File: config.mk
export PLATFORM = sky130hd
export DESIGN_NAME = iis_read_logic
export DESIGN_NICKNAME = d
export VERILOG_FILES = /design/src/rtl/iis_read_logic.sv
export SDC_FILE = /design/constraint.sdc
export NUM_CORES = 1
export LEC_CHECK = 0
export CAP_MARGIN = 15
export CORE_MARGIN = 5
export CORE_UTILIZATION = 37
export DETAILED_ROUTE_END_ITERATION = 10
export GPL_TIMING_DRIVEN = 0
export PLACE_DENSITY = 0.63
export SLEW_MARGIN = 20
export SYNTH_ARGS = -nofsm -noshare
export SYNTH_HDL_FRONTEND = slang
export SYNTH_SLANG_ARGS = --single-unit
File: constraint.sdc
create_clock -name clk_100m -period 3.25 [get_ports clk_100m]
set_input_delay 0.325 -clock clk_100m [delete_from_list [all_inputs] [get_ports clk_100m]]
set_output_delay 0.325 -clock clk_100m [all_outputs]
set_load 0.03 [all_outputs]
File: src/rtl/iis_read_logic.sv
// iis_read_logic: I2S (Philips) master-mode receiver for a stereo ADC link.
// Divides clk_100m down to the bit clock and word select, shifts in serial
// data on rising bclk and presents the last complete left/right samples.
//
// Ports:
//   clk_100m  in   system clock, all logic on rising edge
//   rst_n     in   asynchronous reset, active HIGH despite the name
//   sdata_i   in   serial data, MSB first, changes on bclk falling edge
//   bclk      out  generated bit clock (registered)
//   lrclk     out  word select, 0 = left, 1 = right (registered)
//   ldata_l   out  last complete left sample
//   rdata_l   out  last complete right sample
module iis_read_logic #(
    parameter int unsigned BCLK_HALF = 16,
    parameter int unsigned DATA_W    = 24,
    parameter int unsigned SLOT_W    = 32
) (
    input  logic              clk_100m,
    input  logic              rst_n,
    input  logic              sdata_i,
    output logic              bclk,
    output logic              lrclk,
    output logic [DATA_W-1:0] ldata_l,
    output logic [DATA_W-1:0] rdata_l
);

    localparam int unsigned DIV_W     = (BCLK_HALF > 1) ? $clog2(BCLK_HALF) : 1;
    localparam int unsigned SLOT_BITS = $clog2(2 * SLOT_W);

    localparam logic [DIV_W-1:0]     DIV_LAST  = DIV_W'(BCLK_HALF - 1);
    localparam logic [SLOT_BITS-1:0] SLOT_MAX  = SLOT_BITS'(2 * SLOT_W - 1);
    localparam logic [SLOT_BITS-1:0] SLOT_HALF = SLOT_BITS'(SLOT_W);
    localparam logic [SLOT_BITS-1:0] L_FIRST   = SLOT_BITS'(1);
    localparam logic [SLOT_BITS-1:0] L_LAST    = SLOT_BITS'(DATA_W);
    localparam logic [SLOT_BITS-1:0] R_FIRST   = SLOT_BITS'(SLOT_W + 1);
    localparam logic [SLOT_BITS-1:0] R_LAST    = SLOT_BITS'(SLOT_W + DATA_W);

    logic [DIV_W-1:0]     div_cnt;
    logic [SLOT_BITS-1:0] slot;
    // Only DATA_W-1 bits are kept: the final bit goes straight into the output latch.
    logic [DATA_W-2:0]    shift;

    logic                 div_wrap_c;
    logic                 rise_c;
    logic                 fall_c;
    logic                 in_left_c;
    logic                 in_right_c;
    logic [SLOT_BITS-1:0] slot_next_c;
    logic [DATA_W-1:0]    word_c;

    // Event decode: a divider wrap toggles bclk, its current level tells the direction.
    always_comb begin
        div_wrap_c  = (div_cnt == DIV_LAST);
        rise_c      = div_wrap_c & ~bclk;
        fall_c      = div_wrap_c & bclk;
        in_left_c   = (slot >= L_FIRST) && (slot <= L_LAST);
        in_right_c  = (slot >= R_FIRST) && (slot <= R_LAST);
        slot_next_c = (slot == SLOT_MAX) ? '0 : slot + SLOT_BITS'(1);
        word_c      = {shift, sdata_i};
    end

    // Clock generation, framing and capture.
    always_ff @(posedge clk_100m or posedge rst_n) begin
        if (rst_n) begin
            div_cnt <= '0;
            bclk    <= 1'b0;
            lrclk   <= 1'b0;
            slot    <= '0;
            shift   <= '0;
            ldata_l <= '0;
            rdata_l <= '0;
        end else begin
            div_cnt <= div_wrap_c ? '0 : div_cnt + DIV_W'(1);

            if (div_wrap_c) begin
                bclk <= ~bclk;
            end

            // lrclk follows the new slot so it changes together with the bclk fall.
            if (fall_c) begin
                slot  <= slot_next_c;
                lrclk <= (slot_next_c >= SLOT_HALF);
            end

            // Slot 0 and the padding slots are the I2S delay / unused bits: ignored.
            if (rise_c && (in_left_c || in_right_c)) begin
                shift <= word_c[DATA_W-2:0];
            end

            if (rise_c && (slot == L_LAST)) begin
                ldata_l <= word_c;
            end

            if (rise_c && (slot == R_LAST)) begin
                rdata_l <= word_c;
            end
        end
    end

endmodule

==> results of run 1 <==
==> kinds of logic (layout without fill, tap and decap cells) <==
group / Yosys count / count (layout) / synth area share
AND/OR/NAND/NOR: 30 / 30 / 0.05596
flip-flops: 83 / 83 / 0.6072
buffers and inverters: 15 / 84 / 0.02816
XOR/XNOR: 4 / 4 / 0.01024
adder cells (fa/ha/maj): 4 / 4 / 0.01463
AO/OA/AOI/OAI: 13 / 13 / 0.02817
multiplexers: 71 / 71 / 0.2557
==> registers in the layout, indices dropped and copies added, names as in the netlist <==
register and count:
lrclk 1, rdata_l 24, bclk 1, div_cnt 4
slot 6, ldata_l 24, shift 23
==> where the power goes <==
group | switching [mW] | internal (mW)
combinational | 0.0207 | 0.00669
clock | 0.380 | 0.438
sequential | 0.000714 | 1.03
total | 0.402 | 1.48
==> final timing paths <==
| kind | start | end | slack (ps) | cells past startpoint |
|---|---|---|---|---|
| worst max-delay path | div_cnt[0]$_DFF_PP0_ | rdata_l[10]$_DFFE_PP0P_ | 980 | 5 |
| worst min-delay path | rst_n | ldata_l[8]$_DFFE_PP0P_ | 360 | 2 |
| worst max register to register | div_cnt[0]$_DFF_PP0_ | rdata_l[10]$_DFFE_PP0P_ | 980 | 5 |
| worst min register to register | lrclk$_DFFE_PP0P_ | lrclk$_DFFE_PP0P_ | 490 | 2 |
| max in group asynchronous | rst_n | slot[5]$_DFFE_PP0P_ | 2310 | 3 |
| min in group clk_100m | lrclk$_DFFE_PP0P_ | lrclk$_DFFE_PP0P_ | 490 | 2 |
==> stage by stage <==
| stage | total power, mW | instances | area (um2) | worst slack [ps] |
|---|---|---|---|---|
| 4_1_cts | 1.913 | 400 | 4333 | 953.9 |
| 2_1_floorplan | 1.069 | 220 | 3421 | 788.2 |
| 6_report | 1.879 | 400 | 4333 | 978.7 |
| 5_1_grt | 1.959 | 400 | 4333 | 789.2 |
| 3_5_place_dp | 1.083 | 384 | 4110 | 978.1 |
| 3_3_place_gp | 1.078 | 383 | 4080 | -547.5 |
==> critical path: cells and delay by family (launching register included) <==
family / cells / cell delay, ps
flops: 1 / 390
buf+inv: 1 / 300
simple gates: 2 / 810
fa+ha+maj: 1 / 300
mux: 1 / 350
==> cells in the final DEF, fill, tap and decap left out, types with 2 or more instances in the layout <==
master / instances
clkbuf_8: 9
xnor2_1: 3
nand2_1: 10
nand3_1: 5
nor4_4: 2
clkdlybuf4s50_1: 52
nand4_1: 2
a21oi_1: 2
bufinv_16: 2
o21ai_0: 5
inv_1: 4
ha_1: 4
dfrtp_1: 83
nor2_1: 3
mux2_2: 47
buf_4: 4
buf_2: 2
buf_6: 3
inv_6: 2
mux2_4: 20
mux2_1: 4
or3_1: 2
nor3_1: 2
==> layout make-up <==
class / count / area [um2]
tap: 111 / 138.9
inverter: 5 / 21.27
buffer: 10 / 77.57
fill: 822 / 4776
timing repair buffer: 53 / 548.0
sequential: 83 / 2077
clock inverter: 7 / 98.84
clock buffer: 9 / 123.9
multi-input combinational: 122 / 1247
==> routing by layer <==
metal	vias up	share of wire
li1	904	-
met1	1005	0.48
met2	43	0.45
met3	9	0.058
met4	0	0.017
met5	-	0
==> results.json, run 1 <==
{
  "status": "finished, final reports clean",
  "drt_iter0_markers": 77,
  "min_path_type": "in2async",
  "cts.path.max_buffers": 2,
  "finalNetCount": 291,
  "p_per_area_mw_per_mm2": 433.6,
  "synth_ff_type": "dfrtp_1",
  "grt_pass1_wl_um": 10470,
  "antenna_found_initial": 0,
  "track_usage": 0.1173,
  "maxCapViolations": 0,
  "start_util": 0.3755,
  "gp_congestion": 0.7357,
  "final_util": 0.4757,
  "rows": 35,
  "final_hold_viol_count": 0,
  "finClkSkew_ps": 8.031,
  "cp-end-kind": "register",
  "drcViolationCount": 0,
  "layout-drive-gt1-share": 0.3460,
  "cp_max_fo": 10,
  "grt_max_degree": 47,
  "h-tree-depth": 3,
  "ant_nets": 0,
  "path_clk_slew_ps": 80,
  "wl_per_cell_um": 15.30,
  "fin_worst_hold_slack_ps": 358.0,
  "cts_sinks": 83,
  "postCtsResizedCells": 0,
  "core_mm2": 0.009109,
  "hold_buffers": 0,
  "synth_most_common_cell": "dfrtp_1",
  "die_area_mm2": 0.01127,
  "syn_avg_cell_area_um2": 15.55,
  "rsz0062_at_grt": "false",
  "cts_tree": "built",
  "postSynthCellCount": 220,
  "chipWidth_um": 106.2,
  "vias_per_cell": 4.903,
  "max_freq_mhz": 440.3,
  "synthTopCellsByArea": "dfrtp_1 61%, mux2_2 15%, mux2_4 8.8%, ha_1 1.5%, mux2_1 1.3%",
  "tns_ps": 0,
  "globalRouteMet1Util": 0.1506,
  "ys_seq_area_frac": 0.6072,
  "worst_path_max_delay_cell": "nor4_4",
  "ys_warn_count": 0,
  "fp.dieH_um": 106.2,
  "period_minus_slack_ps": 2271,
  "netlist.area_leader.share": 0.6072,
  "wl_um": 6121,
  "ios": 53,
  "async_flop_share": 1.000,
  "synth-seq-cells": 83,
  "required_ps": 3480,
  "vias": 1961,
  "critPathKind": "reg2reg",
  "syn-num-nets": 227,
  "vdd_drop_max_mv": 0.2764,
  "cp_cell_sequence": "ha_1 -> nand4b_2 -> nor4_4 -> buf_4 -> mux2_2",
  "synth.distinct_cells": 31,
  "dp_hpwl_um": 4140,
  "antenna_cells": 0,
  "cts_root_buf": "clkbuf_8",
  "slew_headroom": 0.6694,
  "dr.pass1.iters": 4,
  "syn-cell-area_mm2": 0.003421,
  "p_leak_nw": 2.024,
  "grt_pass1_vias": 2062,
  "cp.arrival_ps": 2510,
  "yosysTopAreaCell": "dfrtp_1",
  "cts_made_buffers": 9,
  "grt_util_met2": 0.1833,
  "setup_viol": 0,
  "port_buffers": 52,
  "timing.final.crit_share": 0.6989,
  "busiest_layer": "met2",
  "tightest_slew_ps": 492.1,
  "yosys-top-cells-count": "83 x dfrtp_1, 47 x mux2_2, 20 x mux2_4",
  "clk_latency_ps": 350,
  "overflow": 0,
  "synthToLayoutAreaGrowth_pct": 26.66,
  "critical_path.max_stage_delay_ps": 550,
  "synth_edf_count": 0,
  "grtUsageMet3": 0.04189,
  "postCtsSetupBuffers": 0,
  "drv_slew": 0,
  "worstSetupStartpointType": "register"
}
(Power assumes the default switching activity.)
==> run 2, diff against run 1 <==
- PLACE_DENSITY: 0.63 -> 0.66
- clock period: 3.25 -> 2 ns (I/O delays scaled with it)
==> run 2 against run 1 <==
  * Sequential power increased by 63%
  * Die area unchanged
  * Register-to-register slack got worse by 910 ps
  * Final area increased by 5.0%
  * Final cell count increased by 4.8%
  * First-iteration DRC count decreased by 42%
  * Global-route usage increased by 0.74 points
  * Routed wire length increased by 6.6%
  * Clock power increased by 45%
  * Worst hold slack got worse by 140 ps
  * Fmax increased by 18%
  * Clock skew increased by 2.6 ps
  * Largest power group unchanged
==> results.json, run 2 (same netlist as run 1, synthesis figures left out) <==
{
  "status": "finished, final reports clean",
  "core_mm2": 0.009109,
  "track_usage": 0.1247,
  "multi_input_area_mm2": 0.001291,
  "worst_path_max_delay_cell": "dfrtp_1",
  "timing.final.crit_share": 0.9652,
  "wl_um": 6527,
  "tightest_slew_ps": 477.5,
  "dpl_cell_area_mm2": 0.004135,
  "r2r-end": "shift[16]$_DFFE_PP0P_",
  "dr.pass1.iters": 4,
  "grt_pass1_wl_um": 11040,
  "fin_cells": 419,
  "wl_met1_um": 2895,
  "ant_nets": 0,
  "cp-end-kind": "register",
  "critical_path.max_stage_delay_ps": 380,
  "r2r_start": "slot[2]$_DFFE_PP0P_",
  "hold_buffers": 0,
  "rows": 35,
  "gp_congestion": 0.7699,
  "drt_iter0_markers": 45,
  "cp.arrival_ps": 2160,
  "cp_max_fo": 6,
  "cp_cell_sequence": "buf_6 -> or3_1 -> a41o_1 -> a211oi_4 -> buf_6 -> clkbuf_16 -> mux2_4",
  "p_total_mw": 2.921,
  "overflow": 0,
  "antenna_found_initial": 0,
  "grt_pass1_vias": 2159,
  "ios": 53,
  "cts_root_buf": "clkbuf_8",
  "chipWidth_um": 106.2,
  "wl_per_cell_um": 15.58,
  "slew_headroom": 0.6810,
  "fp.dieH_um": 106.2,
  "drv_slew": 0,
  "final_area_mm2": 0.004548,
  "finClkSkew_ps": 10.68,
  "clk_latency_ps": 340,
  "cts_sinks": 83,
  "cts.path.max_buffers": 2,
  "drcViolationCount": 0,
  "layout_commonest_cell": "dfrtp_1",
  "dp_slack_ps": -147.7,
  "dp.cells": 385,
  "register_area_mm2": 0.002077,
  "min_path_type": "in2async",
  "cts_made_buffers": 9,
  "antenna_cells": 0,
  "required_ps": 2230,
  "port_buffers": 52,
  "cts_tree": "built",
  "reg2regPathDepth": 7,
  "die_area_mm2": 0.01127,
  "p_leak_nw": 2.129,
  "layout_setup_ws_ps": 69.66,
  "r2r_setup_slack_ps": 70,
  "setup_viol": 0,
  "worstSetupStartpoint": "slot[2]$_DFFE_PP0P_",
  "final_util": 0.4993,
  "grt_max_degree": 34,
  "max_freq_mhz": 518.0,
  "biggestRegsByFlops": "ldata_l x24, rdata_l x24, shift x23",
  "dp_hpwl_um": 4319,
  "mostFrequentLayoutCells": "83 x dfrtp_1, 52 x clkdlybuf4s50_1, 47 x mux2_2, 21 x mux2_4, 18 x buf_4",
  "layout-drive-gt1-share": 0.3929,
  "path_clk_slew_ps": 80,
  "rsz0062_at_grt": "true",
  "wl_met3_um": 378,
  "critPathKind": "reg2reg",
  "fillers": 817,
  "crit_path_end": "shift[16]$_DFFE_PP0P_",
  "worstSetupStartpointType": "register",
  "dr_wl_met2_um": 3194,
  "h-tree-depth": 3,
  "vdd_drop_max_mv": 0.3791,
  "period_minus_slack_ps": 1930,
  "finalNetCount": 310,
  "crit_path_frequent_cell": "buf_6",
  "synthToLayoutAreaGrowth_pct": 32.96,
  "vias_per_cell": 4.759,
  "vias": 1994,
  "start_util": 0.3755,
  "maxCapViolations": 0,
  "final_hold_viol_count": 0,
  "p_per_area_mw_per_mm2": 642.2,
  "highest_layer": "met4"
}
run 2: how the worst min path moves through the flow:
stage | from | endpoint | slack, ps | cells past startpoint
global placement | div_cnt[0]$_DFF_PP0_ | div_cnt[0]$_DFF_PP0_ | 470 | 1
global route | rst_n | rdata_l[9]$_DFFE_PP0P_ | 250 | 2
CTS | rst_n | rdata_l[9]$_DFFE_PP0P_ | 210 | 2
floorplan | sdata_i | shift[0]$_DFFE_PP0P_ | 350 | 1
detailed placement | div_cnt[0]$_DFF_PP0_ | div_cnt[0]$_DFF_PP0_ | 490 | 1
finish | rst_n | rdata_l[9]$_DFFE_PP0P_ | 220 | 2
run 2: critical path, delay by kind of cell (launching register included):
kind	cells	cell delay, ps
AO/OA/AOI/OAI	2	380
multiplexers	1	290
flip-flops	1	380
buffers and inverters	3	470
AND/OR/NAND/NOR	1	300
run 2: timing repair:
item / CTS / global route
gates cloned: 1 / 1
setup buffers: 10 / 6
pin swaps: 5 / 1
resized for setup: 6 / 7
setup endpoints to repair: 60 / 39
hold endpoints to repair: 0 / 0
run 2: power by group:
group	total, mW	internal (mW)	switching, mW
combinational	0.0475	0.0131	0.0344
clock	1.19	0.618	0.576
sequential	1.68	1.68	0.00102
run 2: final cells by class:
| class | instances | area share |
|---|---|---|
| timing repair buffer | 72 | 0.1612 |
| clock inverter | 3 | 0.01018 |
| multi-input combinational | 122 | 0.2839 |
| clock buffer | 13 | 0.03274 |
| buffer | 10 | 0.01981 |
| inverter | 5 | 0.004952 |
| tap | 111 | 0.03054 |
| sequential | 83 | 0.4567 |
run 2: through the flow:
stage          hold slack [ps]  setup TNS (ps)
2_1_floorplan            348.0               0
3_3_place_gp             466.7          -12250
3_5_place_dp             487.4           -6934
4_1_cts                  211.2               0
5_1_grt                  248.4               0
6_report                 217.1               0
run 2: layer usage:
metal  GRT usage  vias up
li1            -      939
met1      0.1474     1005
met2      0.2086       44
met3     0.05100        6
met4     0.03608        0
met5           0        -
==> patch 1: new RTL, flow settings as in run 1 <==
The parameter `DATA_W` goes from 24 to 36.
--- a/src/rtl/iis_read_logic.sv
+++ b/src/rtl/iis_read_logic.sv
@@ -14,3 +14,3 @@
     parameter int unsigned BCLK_HALF = 16,
-    parameter int unsigned DATA_W    = 24,
+    parameter int unsigned DATA_W    = 36,
     parameter int unsigned SLOT_W    = 32
Interface: changed (resized ldata_l and rdata_l); port bits go from 53 to 77. The function was not compared with the original's and may differ.
==> patch 1 against run 1 <==
Via count increased by 36%. Clock power increased by 130%. Wire length increased by 45%. Area after synthesis increased by 38%. Synthesized cell count increased by 31%. Combinational power increased by 63%. Design area increased by 47%. Sequential share of layout area decreased by 1.5 points. Setup slack got worse by 0.18 ns. Sequential cell count increased by 35. Power increased by 80%. Critical endpoint is now rdata_l[33]$_DFFE_PP0P_. Highest routed layer unchanged.
==> patch 1: results (changes against run 1) <==
- Synth cell count leaders: dfrtp_1 (118), mux2_2 (74), mux2_4 (30)
- Post-CTS Resized: 0 (unchanged)
- CP max stage cell: nor3_4
- H-tree levels: 4 (+1)
- DR pass1 iterations: 4 (unchanged)
- Distinct cell type count after synthesis: 30 (-3.2%)
- Drt wl/cell: 15.5 um (+1.4%)
- DPL Wire Length: 5970 um (+44%)
- Post-synth top flop: dfrtp_1
- Worst r2r src: slot[0]$_DFFE_PP0P_
- Final estimated routing congestion in global placement: 0.735 (-0.16%)
- Layout cells sized above 1: 38.8% (+4.2 points)
- Initial antenna violation count: 0 (unchanged)
- Pleak: 3.11 nW (+54%)
- Setup Fix Bufs, Post-CTS: 0 (unchanged)
- First-pass GRT wire length: 14900 um (+42%)
- Later-pin clock latency in the skew report: 0.40 ns (+0.05 ns)
- WP data arrival: 2.73 ns (+0.22 ns)
- IO buf count: 76 (+46%)
- GRT Total Usage: 13.0% (+1.2 points)
- Mapped Nets: 295 (+30%)
- CP peak stage delay: 0.43 ns (-0.12 ns)
- Largest net degree at the start of global routing: 33 (-30%)
- Clock slew at reported path FFs: 0.06 ns (-0.02 ns)
- Setup Skew: 0.00681 ns (-0.00122 ns)
- Total CTS buffers: 17 (+8)
- Maximum vdd ir drop: 0.350 mV (+26%)
- Reg2reg setup slack: 0.79 ns (-0.18 ns)
- Worst reg2reg path depth: 7 (+2)
- Post-synthesis sequential area ratio: 62.4% (+1.7 points)
- Worst hold slack: 0.350 ns (-0.00758 ns)
- Total number of yosys warnings: 0 (unchanged)
- Placed Area: 0.00577 mm2 (+40%)
- Slew headroom: 58.6% (-8.3 points)
- Via density per instance: 4.67 (-4.8%)
- Biggest regs: ldata_l: 36 flops, rdata_l: 36 flops, shift: 35 flops
- Vias in the first global route: 2824 (+37%)
- Status: finished clean
- # nets final: 393 (+35%)
- CTS root buf: clkbuf_16
- Crit path launch: slot[0]$_DFFE_PP0P_
- Drc violations: 0 (unchanged)
- Crit path max fanout: 10 (unchanged)
- Switch Pwr: 686 uW (+71%)
- Crit path to: rdata_l[33]$_DFFE_PP0P_
- Synth area leaders: dfrtp_1 (62%), mux2_2 (18%), mux2_4 (9.5%)
- DRT iter0 DRCs: 103 (+34%)
## patch 1: changes by cell type in the layout (fill, tap and decap cells not counted), sizes merged, moves of 2 or more
cell and change:
clkinvlp +3, buf +6, and3 +2, nor4 -2, nand2 -3, clkdlybuf4s50 +24
dfrtp +35, o21ai +3, clkinv +3, mux2 +36, nor2 -2, clkbuf +11
## patch 1: layer usage
metal  vias to the layer above  GRT usage, %  share of wire (%)
met5                         -             0                  0
met4                         0          5.74                1.8
met3                        17          4.76                5.3
met2                        64          19.1                 46
met1                      1368          17.2                 47
li1                       1215             -                  -
## patch 1: area by class of cell
class	instances	area (um2)
Timing Repair Buffer	79	821
Sequential cell	118	2950
Clock inverter	12	154
Fill cell	1086	6200
Buffer	14	148
Clock buffer	20	437
Tap cell	172	215
Multi-Input combinational cell	150	1610
Inverter	6	26.3
## patch 1: logic make-up after synthesis
family,Yosys count,synth area share (%)
buf+inv,20,3.59
compound gates,14,1.74
simple gates,22,2.83
xor+xnor,3,0.555
flops,118,62.4
fa+ha+maj,4,1.06
mux,107,27.8
## patch 1: worst max-delay path: cells and delay by family (launching register included)
kind                     cells  cell delay [ns]
AND/OR/NAND/NOR              3             0.86
flip-flops                   1             0.42
multiplexers                 1             0.37
buffers and inverters        2             0.51
adder cells (fa/ha/maj)      1             0.18
## patch 1: power by group through the flow
stage,registers (mW),logic (mW),clock network (mW)
after floorplan,1.50,0.0237,0
after global placement,1.50,0.0376,0
after detailed placement,1.50,0.0477,0
after CTS,1.47,0.0478,1.91
after global routing,1.47,0.0528,1.98
final,1.47,0.0447,1.86
## patch 1: metrics by stage
stage	instances	worst slack, ns
6_report	571	0.795
5_1_grt	571	0.499
4_1_cts	571	0.707
3_5_place_dp	539	0.718
3_3_place_gp	536	0.338
2_1_floorplan	288	1.22
==> patch 2: new RTL, flow settings as in run 1 <==
Made on the original files. Put one more register stage on the output `ldata_l`. The value now appears one clock later. The other outputs are not delayed to match.
--- a/src/rtl/iis_read_logic.sv
+++ b/src/rtl/iis_read_logic.sv
@@ -37,2 +37,4 @@
 
+    logic [DATA_W-1:0] ldata_l_s0;
+
     logic [DIV_W-1:0]     div_cnt;
@@ -69,3 +71,3 @@
             shift   <= '0;
-            ldata_l <= '0;
+            ldata_l_s0 <= '0;
             rdata_l <= '0;
@@ -90,3 +92,3 @@
             if (rise_c && (slot == L_LAST)) begin
-                ldata_l <= word_c;
+                ldata_l_s0 <= word_c;
             end
@@ -99,2 +101,6 @@
 
+    always_ff @(posedge clk_100m) begin
+        ldata_l <= ldata_l_s0;
+    end
+
 endmodule
Behaviour: no difference found for any inputs over 10 cycles, from zero or initial values and one cycle with rst_n high; that may be too few to reach the edited logic, so the function may still have changed.
==> patch 2 against run 1 <==
Setup slack gained 0.19 ns. Wire length grew 4.2%. Area after synthesis grew 12%. Design area grew 9.4%. Power grew 13%. Fmax grew 9.2%. Sequential cell count grew 24. Clock skew grew 0.00086 ns. Count of clock-buffer cells in the layout is the same. Critical endpoint is now shift[13]$_DFFE_PP0P_.
==> patch 2: results (changes against run 1) <==
- Status: finished clean
- Distinct cell type count after synthesis: 33 (+6.5%)
- Vias in the first global route: 2083 (+1.0%)
- Maximum vdd ir drop: 0.246 mV (-11%)
- Met3 wire length: 221 um (-38%)
- Biggest regs: ldata_l: 24 flops, ldata_l_s0: 24 flops, rdata_l: 24 flops
- # nets final: 314 (+7.9%)
- WL met1: 2970 um (+1.7%)
- Setup Skew: 0.00889 ns (+0.000857 ns)
- First-pass GRT wire length: 11000 um (+5.0%)
- Reg2reg setup slack: 1.17 ns (+0.19 ns)
- Total number of yosys warnings: 0 (unchanged)
- Routing usage on met3: 2.34% (-1.9 points)
- Worst hold slack: 0.337 ns (-0.0209 ns)
- WP data arrival: 2.33 ns (-0.18 ns)
- Post-CTS Resized: 0 (unchanged)
- Mapped Avg Cell Area: 15.8 um2 (+1.5%)
- Synth area leaders: dfrtp_1 (54%), mux2_2 (14%), dfxtp_1 (13%)
- Placed Area: 0.00456 mm2 (+11%)
- Mapped Nets: 250 (+10%)
- Wire length on met2: 3070 um (+12%)
- CP peak stage delay: 0.48 ns (-0.07 ns)
- Non-filler cells, final: 448 (+12%)
- Placed Cells: 432 (+13%)
- Slew headroom: 68.6% (+1.6 points)
- DRT iter0 DRCs: 78 (+1.3%)
- DPL Wire Length: 4360 um (+5.2%)
- Via density per instance: 4.52 (-7.8%)
- Clock slew at reported path FFs: 0.10 ns (+0.02 ns)
- Post-synthesis sequential area ratio: 66.7% (+6.0 points)
- Layout cells sized above 1: 28.5% (-6.1 points)
- Grt met1 use: 15.1% (+0.019 points)
- Pleak: 2.23 nW (+10%)
- Drt wl/cell: 14.2 um (-7.0%)
- H-tree levels: 3 (unchanged)
- Pre-CTS setup slack: 1.15 ns (+0.170 ns)
- GRT Total Usage: 11.0% (-0.76 points)
- Met2 Track Usage GR: 16.9% (-1.5 points)
- Synth cell count leaders: dfrtp_1 (83), mux2_2 (47), dfxtp_1 (24)
- Final estimated routing congestion in global placement: 0.728 (-1.1%)
- Tcrit/Tclk final: 64.0% (-5.9 points)
- RR Endpoint: shift[13]$_DFFE_PP0P_
- Post-synth ARST share: 77.6% (-22 points)
patch 2: changes by cell type in the layout (fill, tap and decap cells not counted), moves of 2 or more:
cell	before	now
nor3_1	2	0
or3_1	2	0
bufinv_16	2	0
o21ai_0	5	7
buf_2	2	6
buf_4	4	0
nand3_1	5	3
dfxtp_1	0	24
mux2_1	4	14
mux2_4	20	10
nand2_1	10	12
patch 2: worst max path at each step:
stage / cells past startpoint / to
CTS: 5 / shift[18]$_DFFE_PP0P_
detailed placement: 5 / shift[13]$_DFFE_PP0P_
floorplan: 1 / bclk$_DFFE_PP0N_
finish: 5 / shift[13]$_DFFE_PP0P_
global route: 7 / ldata_l_s0[0]$_DFFE_PP0P_
global placement: 2 / ldata_l_s0[2]$_DFFE_PP0P_
patch 2: logic make-up (layout without fill, tap and decap cells):
group / Yosys count / count (layout) / share of synthesized area, %
and+or+nand+nor: 32 / 32 / 5.55
muxes: 71 / 71 / 21.8
DFF: 107 / 107 / 66.7
xor gates and xnor gates: 4 / 4 / 0.914
adders and majority gates: 4 / 4 / 1.31
buffers and inverters: 13 / 82 / 1.86
AOI/OAI and AO/OA: 12 / 12 / 1.86
patch 2: cell type report:
class / count / area (um2)
Fill cell: 917 / 5490
Sequential cell: 107 / 2560
Multi-Input combinational cell: 123 / 1210
Timing Repair Buffer: 53 / 548
Tap cell: 136 / 170
Clock buffer: 9 / 124
Clock inverter: 7 / 62.6
Buffer: 9 / 56.3
Inverter: 4 / 17.5
patch 2: power by group:
part / internal (mW) / switching (mW)
registers: 1.33 / 0.00165
clock network: 0.291 / 0.461
logic: 0.00955 / 0.0244
total: 1.63 / 0.487
patch 2: critical path, delay by kind of cell (launching register included):
kind	cells	cell delay, ns
and+or+nand+nor	2	0.66
muxes	1	0.35
DFF	1	0.40
adders and majority gates	1	0.35
buffers and inverters	1	0.22
